--- src/rtl/fp32_pkg.sv ---
// Shared FP32 field definitions and the four-way class encoding used by the
// multiplier datapath and its result buffer.
package fp32_pkg;

  localparam int SIGN_W = 1;
  localparam int EXP_W  = 8;
  localparam int FRAC_W = 23;

  localparam logic [EXP_W-1:0] EXP_MAX = 8'hFF;
  localparam logic [31:0]      QNAN    = 32'h7FC00000;

  typedef enum logic [1:0] {
    FP_NORM = 2'b00,
    FP_ZERO = 2'b01,
    FP_INF  = 2'b10,
    FP_NAN  = 2'b11
  } fp_class_t;

endpackage

--- src/rtl/fp32_classify.sv ---
// Combinational FP32 classifier: NaN, infinity, zero, or finite nonzero
// (denormals count as finite nonzero). Sign does not affect the class.
module fp32_classify
  import fp32_pkg::*;
(
  input  logic [31:0] data,
  output fp_class_t   cls
);

  logic [31:0]       mag;
  logic [EXP_W-1:0]  exp_bits;
  logic [FRAC_W-1:0] frac_bits;

  // Sign is masked off so +0/-0 and +inf/-inf classify identically.
  assign mag       = data & 32'h7FFF_FFFF;
  assign exp_bits  = mag[30:23];
  assign frac_bits = mag[22:0];

  always_comb begin
    cls = FP_NORM;
    if (exp_bits == EXP_MAX) begin
      cls = (frac_bits != '0) ? FP_NAN : FP_INF;
    end else if (mag == '0) begin
      cls = FP_ZERO;
    end
  end

endmodule

--- src/rtl/fp_mul_result_buffer.sv ---
// Result buffer behind the FP32 multiplier: classifies each accepted product,
// queues product+class in a circular FIFO, and keeps sticky flags and counters.
module fp_mul_result_buffer
  import fp32_pkg::*;
#(
  parameter int DEPTH   = 4,
  parameter int COUNT_W = 16
) (
  input  logic               clk,
  input  logic               rst,
  input  logic               in_valid,
  output logic               in_ready,
  input  logic [31:0]        in_data,
  output logic               out_valid,
  input  logic               out_ready,
  output logic [31:0]        out_data,
  output logic [1:0]         out_class,
  input  logic               clr_stats,
  output logic               flag_nan,
  output logic               flag_inf,
  output logic               flag_zero,
  output logic [COUNT_W-1:0] cnt_nan,
  output logic [COUNT_W-1:0] cnt_inf,
  output logic [COUNT_W-1:0] cnt_zero,
  output logic [COUNT_W-1:0] cnt_norm
);

  localparam int               PTR_W    = $clog2(DEPTH);
  localparam logic [PTR_W:0]   FULL_OCC = (PTR_W+1)'(DEPTH);
  localparam logic [COUNT_W-1:0] ONE    = COUNT_W'(1);

  logic [31:0]    mem_data  [DEPTH];
  fp_class_t      mem_class [DEPTH];
  logic [PTR_W-1:0] wr_ptr;
  logic [PTR_W-1:0] rd_ptr;
  logic [PTR_W:0]   occ;

  fp_class_t push_class;
  logic      push;
  logic      pop;

  fp32_classify u_classify (
    .data (in_data),
    .cls  (push_class)
  );

  // in_ready comes only from registered occupancy, never from out_ready.
  assign in_ready  = (occ != FULL_OCC);
  assign out_valid = (occ != '0);
  assign push      = in_valid && in_ready;
  assign pop       = out_valid && out_ready;

  assign out_data  = out_valid ? mem_data[rd_ptr] : 32'h0;
  assign out_class = out_valid ? mem_class[rd_ptr] : FP_NORM;

  function automatic logic [COUNT_W-1:0] sat_inc(input logic [COUNT_W-1:0] v);
    return (&v) ? v : v + ONE;
  endfunction

  always_ff @(posedge clk) begin
    if (rst) begin
      wr_ptr <= '0;
      rd_ptr <= '0;
      occ    <= '0;
    end else begin
      if (push) wr_ptr <= wr_ptr + PTR_W'(1);
      if (pop)  rd_ptr <= rd_ptr + PTR_W'(1);
      case ({push, pop})
        2'b10:   occ <= occ + (PTR_W+1)'(1);
        2'b01:   occ <= occ - (PTR_W+1)'(1);
        default: ;
      endcase
    end
  end

  always_ff @(posedge clk) begin
    if (push && !rst) begin
      mem_data[wr_ptr]  <= in_data;
      mem_class[wr_ptr] <= push_class;
    end
  end

  // A same-cycle push after clr_stats is counted from zero, so the later
  // assignment below wins for the pushed class.
  always_ff @(posedge clk) begin
    if (rst) begin
      flag_nan  <= 1'b0;
      flag_inf  <= 1'b0;
      flag_zero <= 1'b0;
      cnt_nan   <= '0;
      cnt_inf   <= '0;
      cnt_zero  <= '0;
      cnt_norm  <= '0;
    end else begin
      if (clr_stats) begin
        flag_nan  <= 1'b0;
        flag_inf  <= 1'b0;
        flag_zero <= 1'b0;
        cnt_nan   <= '0;
        cnt_inf   <= '0;
        cnt_zero  <= '0;
        cnt_norm  <= '0;
      end
      if (push) begin
        case (push_class)
          FP_NAN: begin
            flag_nan <= 1'b1;
            cnt_nan  <= clr_stats ? ONE : sat_inc(cnt_nan);
          end
          FP_INF: begin
            flag_inf <= 1'b1;
            cnt_inf  <= clr_stats ? ONE : sat_inc(cnt_inf);
          end
          FP_ZERO: begin
            flag_zero <= 1'b1;
            cnt_zero  <= clr_stats ? ONE : sat_inc(cnt_zero);
          end
          default: begin
            cnt_norm <= clr_stats ? ONE : sat_inc(cnt_norm);
          end
        endcase
      end
    end
  end

endmodule

--- config.mk ---
export PLATFORM = sky130hd
export DESIGN_NAME = fp_mul_result_buffer
export DESIGN_NICKNAME = d
export VERILOG_FILES = /design/src/rtl/fp32_pkg.sv /design/src/rtl/fp32_classify.sv /design/src/rtl/fp_mul_result_buffer.sv
export SDC_FILE = /design/constraint.sdc
export NUM_CORES = 1
export LEC_CHECK = 0
export CAP_MARGIN = 20
export CORE_ASPECT_RATIO = 0.75
export CORE_MARGIN = 10
export CORE_UTILIZATION = 49
export DETAILED_ROUTE_END_ITERATION = 7
export PLACE_DENSITY_LB_ADDON = 0.3
export SLEW_MARGIN = 20
export SYNTH_ARGS = -nofsm -noshare
export SYNTH_HDL_FRONTEND = slang
export SYNTH_SLANG_ARGS = --single-unit
--- constraint.sdc ---
create_clock -name clk -period 2.3 [get_ports clk]
set_clock_uncertainty 0.1 [all_clocks]
set_input_delay 0.345 -clock clk [delete_from_list [all_inputs] [get_ports clk]]
set_output_delay 0.345 -clock clk [all_outputs]
set_load 0.01 [all_outputs]
Yosys cells after proc, flatten, opt, wreduce, memory -nomap -nowiden
Memories as Yosys holds them, arrays and structs flattened. A register that Yosys moved wholly into a read port is not among the register bits.
Index checks and enable logic that the tools add are counted.
{"block": "word_totals", "reg_bits": 74, "latchBits": 0, "ram_bits": 136, "mem_bits_ro": 0, "inputBits": 37, "output_inout_bits": 103, "word_cells": 85, "memories": 2}
{"memory": "mem_data", "depth": 4, "width": 32, "rd": 1, "rd_ports_with_merged_regs": 1, "write_ports": 1, "line_no": "fp_mul_result_buffer.sv:32", "text": "logic [31:0] mem_data [DEPTH];"}
{"memory": "mem_class", "depth": 4, "width": 2, "rd": 1, "rd_ports_with_merged_regs": 1, "write_ports": 1, "line_no": "fp_mul_result_buffer.sv:33", "text": "fp_class_t mem_class [DEPTH];"}
{"block": "classes", "add_sub_neg": 8, "mul": 0, "n_div": 0, "order_cmp": 0, "n_eq_ne": 11, "n_shift": 0, "n_mux": 41, "bitwise_logic": 0, "n_reduce_logical": 13}
{"operator": "16-bit 2-to-1 mux", "count": 20}
{"operator": "16-bit by 1-bit adder with 16-bit output (second input constant)", "count": 4}
{"operator": "16-bit AND reduction", "count": 4}
{"operator": "32-bit zero test", "count": 1}
{"operator": "32-bit 2-to-1 mux", "count": 1}
{"operator": "23-bit nonzero test", "count": 1}
{"operator": "4-bit != test (second input constant)", "count": 4}
{"operator": "1-bit 2-to-1 mux", "count": 13}
{"operator": "2-bit 2-to-1 mux", "count": 6}
{"operator": "8-bit equality test (second input constant)", "count": 1}
{"operator": "2-bit equality test (second input constant)", "count": 3}
{"operator": "3-bit case mux with 2 select lines", "count": 1}
{"operator": "2-bit by 1-bit adder with 2-bit output (second input constant)", "count": 2}
{"operator": "2-bit by 1-bit equality test with 1-bit output (second input constant)", "count": 2}
{"operator": "3-bit by 1-bit adder with 3-bit output (second input constant)", "count": 1}
{"operator": "1-bit logical AND", "count": 3}
{"operator": "3-bit != test (second input constant)", "count": 1}
{"operator": "3-bit nonzero test", "count": 1}
{"operator": "3-bit OR reduction", "count": 1}
{"operator": "3-bit by 1-bit subtractor with 3-bit output (second input constant)", "count": 1}
{"operator": "2-bit nonzero test", "count": 1}
{"operator": "1-bit zero test", "count": 1}

Longest topological paths before layout
Gate-level depths: netlist of the first run.
{"block": "depth", "word_depth": 7, "ltp_mapped": 11, "depth_no_buf": 10}

Cells and area by module
From an unflattened synthesis of the first run, not the netlist that was laid out.
{"block": "unflattened", "hier_cells": 702, "hier_area_um2": 9151.3}
{"module": "fp_mul_result_buffer", "n_inst": 1, "cells_each": 686, "area_each_um2": 9041.2, "seq_area_each_um2": 5605.4}
{"module": "fp32_classify", "n_inst": 1, "cells_each": 16, "area_each_um2": 110.1, "seq_area_each_um2": 0.0}

Worst setup path before layout of the first run
No wires, ideal clock.
{"block": "synth_path", "path_kind": "register to register", "start": "register occ[2]", "end": "memory mem_class[1][0] in the netlist's numbering, enable pin", "setup_time_ps": 394, "arrival_time_ps": 2024, "required_time_ps": 1806, "slack_ps": -218, "path_stages_with_launch": 8, "path_buffers": 1, "period_less_slack_ps": 2518, "cell_sequence": "dfxtp_1 > nor3b_2 > inv_2 > and2_1 > buf_4 > inv_4 > nor2_1 > and2_1"}
{"block": "synth_between", "elab_chain_len": 5}
{"item": "start, declared", "line_no": "fp_mul_result_buffer.sv:36", "text": "logic [PTR_W:0] occ;"}
{"item": "start signal, assigned", "line_no": "fp_mul_result_buffer.sv:69", "text": "2'b10: occ <= occ + (PTR_W+1)'(1);"}
{"item": "start signal, assigned", "line_no": "fp_mul_result_buffer.sv:70", "text": "2'b01: occ <= occ - (PTR_W+1)'(1);"}
{"item": "3-bit != test", "line_no": "fp_mul_result_buffer.sv:48", "text": "assign in_ready = (occ != FULL_OCC);"}
{"item": "named net in_ready", "line_no": "fp_mul_result_buffer.sv:12", "text": "output logic in_ready,"}
{"item": "1-bit logical AND", "line_no": "fp_mul_result_buffer.sv:50", "text": "assign push = in_valid && in_ready;"}
{"item": "1-bit logical AND", "line_no": "fp_mul_result_buffer.sv:77", "text": "if (push && !rst) begin"}
{"item": "1-bit 2-to-1 mux", "line_no": "fp_mul_result_buffer.sv:77"}
{"item": "1-bit 2-to-1 mux (implied by the code)", "line_no": "fp_mul_result_buffer.sv:79", "text": "mem_class[wr_ptr] <= push_class;"}
{"item": "end, declared", "line_no": "fp_mul_result_buffer.sv:33"}
The timed path passes the listed nets, and every way through them passes these cells.

==> out/results.ini, run 1 <==
[cts]
numCtsBuffers = 22
cts.sinks = 212
root_buffer = clkbuf_16
h-tree-depth = 1
path_clk_slew_ns = 0.06
clockBufferDepth = 3
clock_latency_ns = 0.50
cts_tree = yes

[cells_and_area]
final_nets = 992
area_delta_synth_final_pct = 40.5
antennaDiodeCount = 0
layout.cells.non_filler = 1202
fin_util_pct = 71.2
layout.cells.most_common = edfxtp_1
n_fill_cell = 1190
final_cell_mix = edfxtp_1, clkdlybuf4s50_1, buf_4
drive_above_1_share_pct = 29.7

[critical_path]
reg2reg_from = occ[0]
worst-endpoint-arrival_ns = 1.94
cp_common_cell = buf_12
slowest_delay_ns = 0.51
cpMaxStageDelayCell = mux4_2
worstPathCellList = buf_12 > buf_12 > mux4_2 > and2_4 > buf_6
r2r_end = occ[2]
rrSetupSlack_ns = 0.07
worstPathRequired_ns = 1.86
end_kind = output port
critPathMaxFanout = 5
critical_path_class = reg -> out
r2r_cells = 8
cp-endpoint = out_class[0]
cp-start-kind = register

[floorplanning]
die_y_um = 138
dieArea_mm2 = 0.0244
io_pins = 140
core_mm2 = 0.0179
num_rows = 42
die_x_um = 177
start_util_pct = 50.6

[synthesis]
ys_seq_area_share_pct = 62.0
syn_inst = 693
synth_nets = 740
ys_warn_count = 0
mappedNetlistArea_mm2 = 0.00905
ys_seq_elements = 212
synth_top_cell_by_area = edfxtp_1
synthTopCellsByArea = edfxtp_1, dfxtp_1, mux4_2
syn_area_per_cell_um2 = 13.1
netlist.area_leader.share_pct = 45.1
synth_cell_types = 53

[power]
peakVddDrop_uv = 834
power.total_uw = 11500
p_leak_uw = 0.00444
powerDensity_mw_per_mm2 = 908

[place]
port-buffer-count = 139
place_inst = 1146
post-dp-hpwl_um = 16900
gp_congestion = 0.892
dp_slack_ns = -0.711

[detailed_routing]
totalWireLength_um = 24400
routedWlPerCell_um = 20.3
wl_met1_um = 10400
dr_wl_met2_um = 12300
routed_via_density = 5.52
drcViolationCount = 0
drt_iter0_markers = 502
drtAntennaViolNets = 0
dr.pass1.iters = 7
wl_met3_um = 1420
num_vias = 6635
top_layer_used = met4

[flow_run]
drv_cap = 0

[global_routing]
grt_pass1_wl_um = 38700
gr-total-overflow = 0
grt_max_degree = 58
grt_pass1_vias = 6966
antenna_found_initial = 0
grt_use_total_pct = 20.0

[min_path]
holdCritPathClass = in -> reg

[timing]
finalCritPeriodShare_pct = 104
drv_slew = 0
setup_violations = 31
layout_setup_ws_ns = -0.0855
max_slew_margin_pct = 60.5
hold_viol = 0
rsz0062_at_grt = true
fmax_mhz = 419
worstMarginPinSlew_ns = 0.592
period_needed_ns = 2.39
tns_ns = -1.17

[run_status]
violations = negative setup slack
status = finished with violations

cell families (layout without fill, tap and decap cells):
| logic type | after synthesis | count (layout) | share of synthesized area, % |
|---|---|---|---|
| simple gates | 301 | 301 | 18.1 |
| flops | 212 | 212 | 62.0 |
| xor+xnor | 58 | 58 | 5.61 |
| buf+inv | 41 | 308 | 1.78 |
| mux | 36 | 36 | 8.68 |
| compound gates | 35 | 35 | 2.41 |
| fa+ha+maj | 10 | 10 | 1.47 |
final cells by class:
cell class                      count  area (um^2)  area share (%)
Inverter                           11         48.8           0.384
Tap cell                          242          303            2.38
Timing Repair Buffer              258         2510            19.8
Clock buffer                       32          664            5.23
Sequential cell                   212         5620            44.2
Clock inverter                      7         82.6           0.650
Multi-Input combinational cell    440         3480            27.4
per-stage QoR:
stage	cell area, um^2	hold slack, ns
CTS	12600	0.370
global route	12700	0.154
floorplan	9090	0.344
finish	12700	0.127
detailed placement	11600	0.399
global placement	11600	0.379
worst min path at each step:
stage / start / to / slack [ns] / cells after the start
finish: in_data[25] / mem_data[1][25] / 0.13 / 1
global route: in_data[5] / mem_data[2][5] / 0.15 / 1
CTS: in_data[31] / mem_data[2][31] / 0.37 / 1
detailed placement: flag_inf / flag_inf / 0.40 / 1
global placement: occ[2] / occ[2] / 0.38 / 2
floorplan: in_data[0] / mem_data[0][0] / 0.34 / 0
cell usage after synthesis, drive strengths merged:
library cell / count
a2111oi: 1
a211o: 1
a211oi: 2
a21o: 1
a21oi: 9
a22o: 1
a31oi: 2
a32o: 2
a41oi: 1
and2: 45
and3: 16
and4: 6
buf: 6
clkbuf: 24
dfxtp: 76
edfxtp: 136
fa: 1
ha: 9
inv: 11
mux2i: 2
mux4: 34
nand2: 33
nand2b: 3
nand3: 34
nand3b: 4
nand4: 23
nand4b: 2
nor2: 71
nor2b: 4
nor3: 22
nor3b: 2
nor4: 18
nor4b: 3
nor4bb: 1
o211ai: 1
o21ai: 12
o21bai: 2
or2: 2
or3: 8
or4: 3
or4b: 1
xnor2: 33
xor2: 25
timing repair:
item / 4_1_cts / 5_1_grt
cloned: 3 / 0
endpoints found under the setup margin: 47 / 79
resized for setup: 183 / 47
pin swaps: 25 / 9
setup buffers: 12 / 8
hold buffers: 0 / 0
registers in the layout (all words and copies together), names as in the netlist, named ones only:
name / count
cnt_inf: 16
cnt_nan: 16
cnt_norm: 16
cnt_zero: 16
flag_inf: 1
flag_nan: 1
flag_zero: 1
mem_class: 8
mem_data: 128
occ: 3
rd_ptr: 2
wr_ptr: 2
where the power goes:
part	switching (uW)	internal (uW)	total, uW
registers	91.4	4250	4340
logic	1490	2060	3550
clock network	1430	2220	3650
worst max-delay path, delay by kind of cell, from the launching register on:
kind / cells / cell delay (ns)
multiplexers: 1 / 0.51
flip-flops: 1 / 0.37
buffers and inverters: 3 / 0.37
AND/OR/NAND/NOR: 1 / 0.19
layer usage:
layer,vias to the layer above,global-route usage [%]
met5,-,0
met4,0,4.66
met3,28,4.02
met2,236,34.1
met1,3294,25.8
li1,3077,-
Power figures use the tool's default switching activity.
==> run 2: changes to the inputs <==
--- a/config.mk
+++ b/config.mk
@@ -6,7 +6,6 @@
 export NUM_CORES = 1
 export LEC_CHECK = 0
 export CAP_MARGIN = 20
-export CORE_ASPECT_RATIO = 0.75
 export CORE_MARGIN = 10
 export CORE_UTILIZATION = 49
 export DETAILED_ROUTE_END_ITERATION = 7
==> run 2 against run 1 <==
The flow still finishes with violations (negative setup slack). Sequential power about the same. Clock power is 3% higher. Die area shrank 0.23%. Global-route usage decreased by 1.0 points. Critical path depth unchanged. Count of clock-buffer cells in the layout unchanged. Fmax is 2.2% lower. Critical path type unchanged.
==> out/results.ini, run 2 (same netlist as run 1, synthesis figures left out) <==
[cells_and_area]
largest_reg_flops = 128  ; unchanged
layout.cells.non_filler = 1193  ; was 1202
top_register = mem_data  ; unchanged
final_nets = 993  ; was 992
area_delta_synth_final_pct = 41.3  ; was 40.5%
n_fill_cell = 1213  ; was 1190
final_cell_mix = edfxtp_1, buf_4, clkdlybuf4s50_1  ; was edfxtp_1, clkdlybuf4s50_1, buf_4
layout.cells.most_common = edfxtp_1  ; unchanged
drive_above_1_share_pct = 29.4  ; was 29.7%
fin_area_mm2 = 0.0128  ; was 0.0127 mm^2

[detailed_routing]
drcViolationCount = 0  ; unchanged
drtAntennaViolNets = 0  ; unchanged
routedWlPerCell_um = 20.3  ; about the same
routed_via_density = 5.63  ; was 5.52
num_vias = 6715  ; was 6635
totalWireLength_um = 24200  ; was 24400 um
dr.pass1.iters = 6  ; was 7
drt_iter0_markers = 435  ; was 502

[critical_path]
reg2reg_from = occ[0]  ; unchanged
r2r_end = occ[2]  ; unchanged
worstPathCellList = buf_12 > buf_8 > mux4_2 > and2_4 > buf_6  ; was buf_12 > buf_12 > mux4_2 > and2_4 > buf_6
critPathMaxFanout = 6  ; was 5
slowest_delay_ns = 0.52  ; was 0.51 ns
critical_path_class = reg -> out  ; unchanged
worstPathRequired_ns = 1.86  ; about the same
end_kind = output port  ; unchanged
path_buf_inv = 3  ; unchanged
r2r_cells = 11  ; was 8
cpMaxStageDelayCell = mux4_2  ; unchanged
cp-start-kind = register  ; unchanged
cp_top_family = multiplexers  ; unchanged
worst-endpoint-arrival_ns = 1.99  ; was 1.94 ns
rrSetupSlack_ns = -0.02  ; was 0.07 ns

[floorplanning]
die_x_um = 156  ; was 177 um
io_pins = 140  ; unchanged
num_rows = 49  ; was 42
start_util_pct = 50.0  ; was 50.6%
core_mm2 = 0.0181  ; was 0.0179 mm^2
die_y_um = 156  ; was 138 um
dieArea_mm2 = 0.0243  ; was 0.0244 mm^2

[timing]
layout_setup_ws_ns = -0.138  ; was -0.0855 ns
period_needed_ns = 2.44  ; was 2.39 ns
drv_slew = 0  ; unchanged
max_slew_margin_pct = 58.4  ; was 60.5%
finalCritPeriodShare_pct = 106  ; was 104%
tns_ns = -2.50  ; was -1.17 ns
setup_violations = 34  ; was 31
fmax_mhz = 410  ; was 419 MHz
worstMarginPinSlew_ns = 0.618  ; was 0.592 ns
hold_viol = 0  ; unchanged
rsz0062_at_grt = true  ; unchanged

[global_routing]
grt_max_degree = 58  ; unchanged
grt_pass1_vias = 7163  ; was 6966
antenna_found_initial = 0  ; unchanged
grt.busiest_layer = met2  ; unchanged
gr-total-overflow = 0  ; unchanged
grt_use_met1_pct = 23.4  ; was 25.8%
grtUsageMet2_pct = 32.2  ; was 34.1%
grt_pass1_wl_um = 37500  ; was 38700 um
grt_use_total_pct = 19.0  ; was 20.0%
grt.met3_usage_pct = 5.02  ; was 4.02%

[place]
place_area_mm2 = 0.0115  ; was 0.0116 mm^2
gp_congestion = 0.884  ; was 0.892
place_inst = 1126  ; was 1146
port-buffer-count = 139  ; unchanged
post-dp-hpwl_um = 15800  ; was 16900 um

[power]
powerDensity_mw_per_mm2 = 926  ; was 908 mW/mm^2
power.total_uw = 11800  ; was 11500 uW
p_clk_share_pct = 31.7  ; was 31.6%
p_switching_uw = 3120  ; was 3010 uW
peakVddDrop_uv = 593  ; was 834 uV
p_leak_uw = 0.00459  ; was 0.00444 uW
p_int_uw = 8710  ; was 8530 uW
share_comb_of_total_power_pct = 31.4  ; was 30.7%
swShare_pct = 26.4  ; was 26.1%
pwr-share-seq_pct = 36.9  ; was 37.6%

[cts]
numCtsBuffers = 23  ; was 22
h-tree-depth = 1  ; unchanged
clock_latency_ns = 0.50  ; about the same
postCtsHoldBufs = 0  ; unchanged
clockBufferDepth = 3  ; unchanged
cts.sinks = 212  ; unchanged
cts_tree = yes  ; unchanged
path_clk_slew_ns = 0.06  ; about the same
root_buffer = clkbuf_16  ; unchanged

[min_path]
min_path_cells = 1  ; unchanged
hp-start = in_data[10]  ; was in_data[25]
holdCritPathClass = in -> reg  ; unchanged
min_to = mem_data[0][10]  ; was mem_data[1][25]

[run_status]
violations = negative setup slack  ; unchanged
status = finished with violations  ; unchanged

[flow_run]
drv_cap = 0  ; unchanged

[run 2: cell types whose count changed in the layout (fill, tap and decap cells not counted), moves of 5 or more]
| cell | delta |
|---|---|
| and2_1 | +5 |
| and2_4 | -5 |
| buf_2 | +6 |
| buf_4 | -10 |
| clkdlybuf4s50_1 | -19 |
| dlymetal6s2s_1 | +15 |
[run 2: layer usage]
| layer | up-vias | share of wire (%) |
|---|---|---|
| li1 | 3090 | - |
| met1 | 3358 | 41 |
| met2 | 226 | 50 |
| met3 | 41 | 6.9 |
| met4 | 0 | 1.7 |
| met5 | - | 0 |
[run 2: timing repair]
action | in CTS | in global routing
gates resized for setup | 203 | 47
cloned | 1 | 3
buffers inserted | 16 | 5
setup endpoints to repair | 54 | 85
pin swaps | 30 | 18
hold endpoints to repair | 0 | 0
[run 2: final cells by class]
| type | instances | area, um^2 | area share, % |
|---|---|---|---|
| Antenna cell | 1 | 2.50 | 0.0196 |
| Multi-Input combinational cell | 440 | 3490 | 27.3 |
| Tap cell | 229 | 287 | 2.24 |
| Clock buffer | 32 | 649 | 5.08 |
| Sequential cell | 212 | 5620 | 43.9 |
| Clock inverter | 10 | 135 | 1.06 |
| Inverter | 11 | 48.8 | 0.382 |
| Timing Repair Buffer | 258 | 2550 | 20.0 |
[run 2: how the worst max path moves through the flow]
| stage | start | endpoint | cells past startpoint |
|---|---|---|---|
| 6_report | register | out_data[26] | 5 |
| 3_3_place_gp | in_data[14] | cnt_zero[3] | 10 |
| 4_1_cts | register | out_data[18] | 5 |
| 5_1_grt | register | out_data[26] | 5 |
| 3_5_place_dp | in_data[27] | cnt_zero[3] | 10 |
| 2_1_floorplan | occ[1] | occ[2] | 11 |
[run 2: power by group through the flow]
stage / registers [uW] / clock network [uW] / logic, uW
after global routing: 4390 / 3980 / 3940
after CTS: 4360 / 3810 / 3340
after global placement: 4410 / 0 / 2840
after detailed placement: 4420 / 0 / 2890
after floorplan: 4380 / 0 / 1470
final: 4370 / 3750 / 3710
[run 2: per-stage QoR]
stage               setup WS (ns)  hold WS (ns)  util, %
CTS                        -0.122         0.190     69.3
detailed placement         -0.682         0.402     63.6
finish                     -0.138        0.0821     70.7
global route               -0.182        0.0803     70.7
global placement           -0.669         0.383     63.6
floorplan                  0.0345         0.344        -
==> run 3: changes to the inputs <==
--- a/config.mk
+++ b/config.mk
@@ -10,6 +10,7 @@
 export CORE_UTILIZATION = 49
 export DETAILED_ROUTE_END_ITERATION = 7
 export PLACE_DENSITY_LB_ADDON = 0.3
+export REMOVE_ABC_BUFFERS = 1
 export SLEW_MARGIN = 20
 export SYNTH_ARGS = -nofsm -noshare
 export SYNTH_HDL_FRONTEND = slang
==> run 3 against run 2 <==
The run still ends with negative setup slack left. First-iteration DRC count grew 4.8%. Combinational power fell by 3%. Worst hold slack better by 0.030 ns. Fmax is essentially flat. Die area is the same. Count of clock-buffer cells in the layout down 7. Global-route usage hardly changed. Sequential cell count is the same. Via count down 0.86%. Sequential share of layout area hardly changed.
==> out/results.ini, run 3 (same netlist as run 1, synthesis figures left out) <==
[power]
p_leak_uw = 0.00452  ; was 0.00459 uW
powerDensity_mw_per_mm2 = 928  ; was 926 mW/mm^2
peakVddDrop_uv = 704  ; was 593 uV

[place]
gp_congestion = 0.918  ; was 0.884
place_inst = 1130  ; was 1126
port-buffer-count = 139  ; unchanged
post-dp-hpwl_um = 15700  ; was 15800 um

[run_status]
status = finished with violations  ; unchanged
violations = negative setup slack  ; unchanged

[timing]
max_slew_margin_pct = 59.0  ; was 58.4%
fmax_mhz = 410  ; about the same
hold_viol = 0  ; unchanged
finalCritPeriodShare_pct = 106  ; about the same
worstMarginPinSlew_ns = 0.614  ; was 0.618 ns
whs_ns = 0.112  ; was 0.0821 ns
layout_setup_ws_ns = -0.139  ; was -0.138 ns
period_needed_ns = 2.44  ; about the same
drv_slew = 0  ; unchanged
rsz0062_at_grt = true  ; unchanged
setup_violations = 29  ; was 34

[floorplanning]
dieArea_mm2 = 0.0243  ; unchanged
die_x_um = 156  ; unchanged
die_y_um = 156  ; unchanged
io_pins = 140  ; unchanged
num_rows = 49  ; unchanged
core_mm2 = 0.0181  ; unchanged
start_util_pct = 50.0  ; unchanged

[detailed_routing]
drtAntennaViolNets = 0  ; unchanged
routedWlPerCell_um = 20.2  ; was 20.3 um
dr.pass1.iters = 4  ; was 6
drt_iter0_markers = 456  ; was 435
drcViolationCount = 0  ; unchanged
routed_via_density = 5.63  ; about the same
num_vias = 6657  ; was 6715
totalWireLength_um = 23800  ; was 24200 um

[critical_path]
critical_path_class = reg -> out  ; unchanged
reg2reg_from = occ[2]  ; was occ[0]
worst-endpoint-arrival_ns = 1.99  ; about the same
r2r_end = cnt_norm[8]  ; was occ[2]
end_kind = output port  ; unchanged
worstPathRequired_ns = 1.86  ; about the same
rrSetupSlack_ns = 0.13  ; was -0.02 ns
critPathMaxFanout = 5  ; was 6
cp-start-kind = register  ; unchanged
r2r_cells = 8  ; was 11

[global_routing]
gr-total-overflow = 0  ; unchanged
grt_max_degree = 58  ; unchanged
grt_pass1_wl_um = 37400  ; was 37500 um
antenna_found_initial = 0  ; unchanged
grt_use_total_pct = 19.0  ; about the same
grt_pass1_vias = 6924  ; was 7163

[cts]
postCtsHoldBufs = 0  ; unchanged
root_buffer = clkbuf_16  ; unchanged
clockBufferDepth = 3  ; unchanged
numCtsBuffers = 22  ; was 23
path_clk_slew_ns = 0.06  ; about the same
clock_latency_ns = 0.49  ; was 0.50 ns
cts.sinks = 212  ; unchanged
h-tree-depth = 1  ; unchanged
cts_tree = yes  ; unchanged

[cells_and_area]
layout.cells.non_filler = 1182  ; was 1193
antennaDiodeCount = 0  ; was 1
fin_util_pct = 70.7  ; about the same
drive_above_1_share_pct = 29.0  ; was 29.4%
largest_reg_flops = 128  ; unchanged
layout.cells.most_common = edfxtp_1  ; unchanged
area_delta_synth_final_pct = 41.3  ; about the same
final_cell_mix = edfxtp_1, buf_4, clkdlybuf4s50_1  ; unchanged
final_nets = 985  ; was 993
n_fill_cell = 1200  ; was 1213
top_register = mem_data  ; unchanged

[flow_run]
drv_cap = 0  ; unchanged

[min_path]
min_path_cells = 1  ; unchanged
holdCritPathClass = in -> reg  ; unchanged
min_to = mem_data[2][0]  ; was mem_data[0][10]
hp-start = in_data[0]  ; was in_data[10]

==> run 3: cell type report <==
cell class | instances | area, um^2 | share of cell area, %
Clock buffer | 25 | 583 | 4.56
Clock inverter | 14 | 226 | 1.77
Inverter | 11 | 43.8 | 0.343
Multi-Input combinational cell | 440 | 3480 | 27.2
Sequential cell | 212 | 5620 | 43.9
Tap cell | 229 | 287 | 2.24
Timing Repair Buffer | 251 | 2540 | 19.9
==> run 3: worst max-delay path, stage by stage (launching register included) <==
cell and delay [ns]:
dfxtp_4 0.37, buf_12 0.12, buf_12 0.12, buf_16 0.12
mux4_2 0.50, and2_4 0.16, buf_6 0.11
==> run 3: per-layer routing <==
metal	wire length [um]	GRT usage, %	part of all wire (%)	vias up
met5	0	0	0	-
met4	340	4.36	1.4	0
met3	1940	4.96	8.2	33
met2	11700	31.6	49	249
met1	9810	24.3	41	3307
li1	-	-	-	3068
==> run 3: worst max path at each step <==
stage	startpoint	endpoint	depth (start not counted)
2_1_floorplan	register	out_class[0]	2
3_3_place_gp	in_data[2]	cnt_inf[14]	9
3_5_place_dp	in_data[14]	cnt_norm[8]	11
4_1_cts	register	out_data[11]	6
5_1_grt	register	out_data[11]	6
6_report	register	out_data[25]	6
==> run 3: where the power goes <==
group / switching [uW] / internal [uW]
combinational: 1490 / 2090
clock: 1440 / 2500
sequential: 93.5 / 4250
==> run 3: stage by stage <==
stage	instance area (um^2)	total power (uW)	TNS, ns	worst slack [ns]
final	12800	11900	-1.65	-0.139
after global routing	12800	12300	-3.52	-0.200
after detailed placement	11500	7280	-48.05	-0.615
after CTS	12600	11700	-3.27	-0.159
after floorplan	8930	5750	-54.84	-0.499
after global placement	11500	7210	-43.43	-0.602
==> run 3: repair_timing <==
item,in CTS,in global routing
pin swaps,30,11
buffers inserted,5,6
cloned,4,0
resized for setup,192,61
endpoints found under the setup margin,79,89
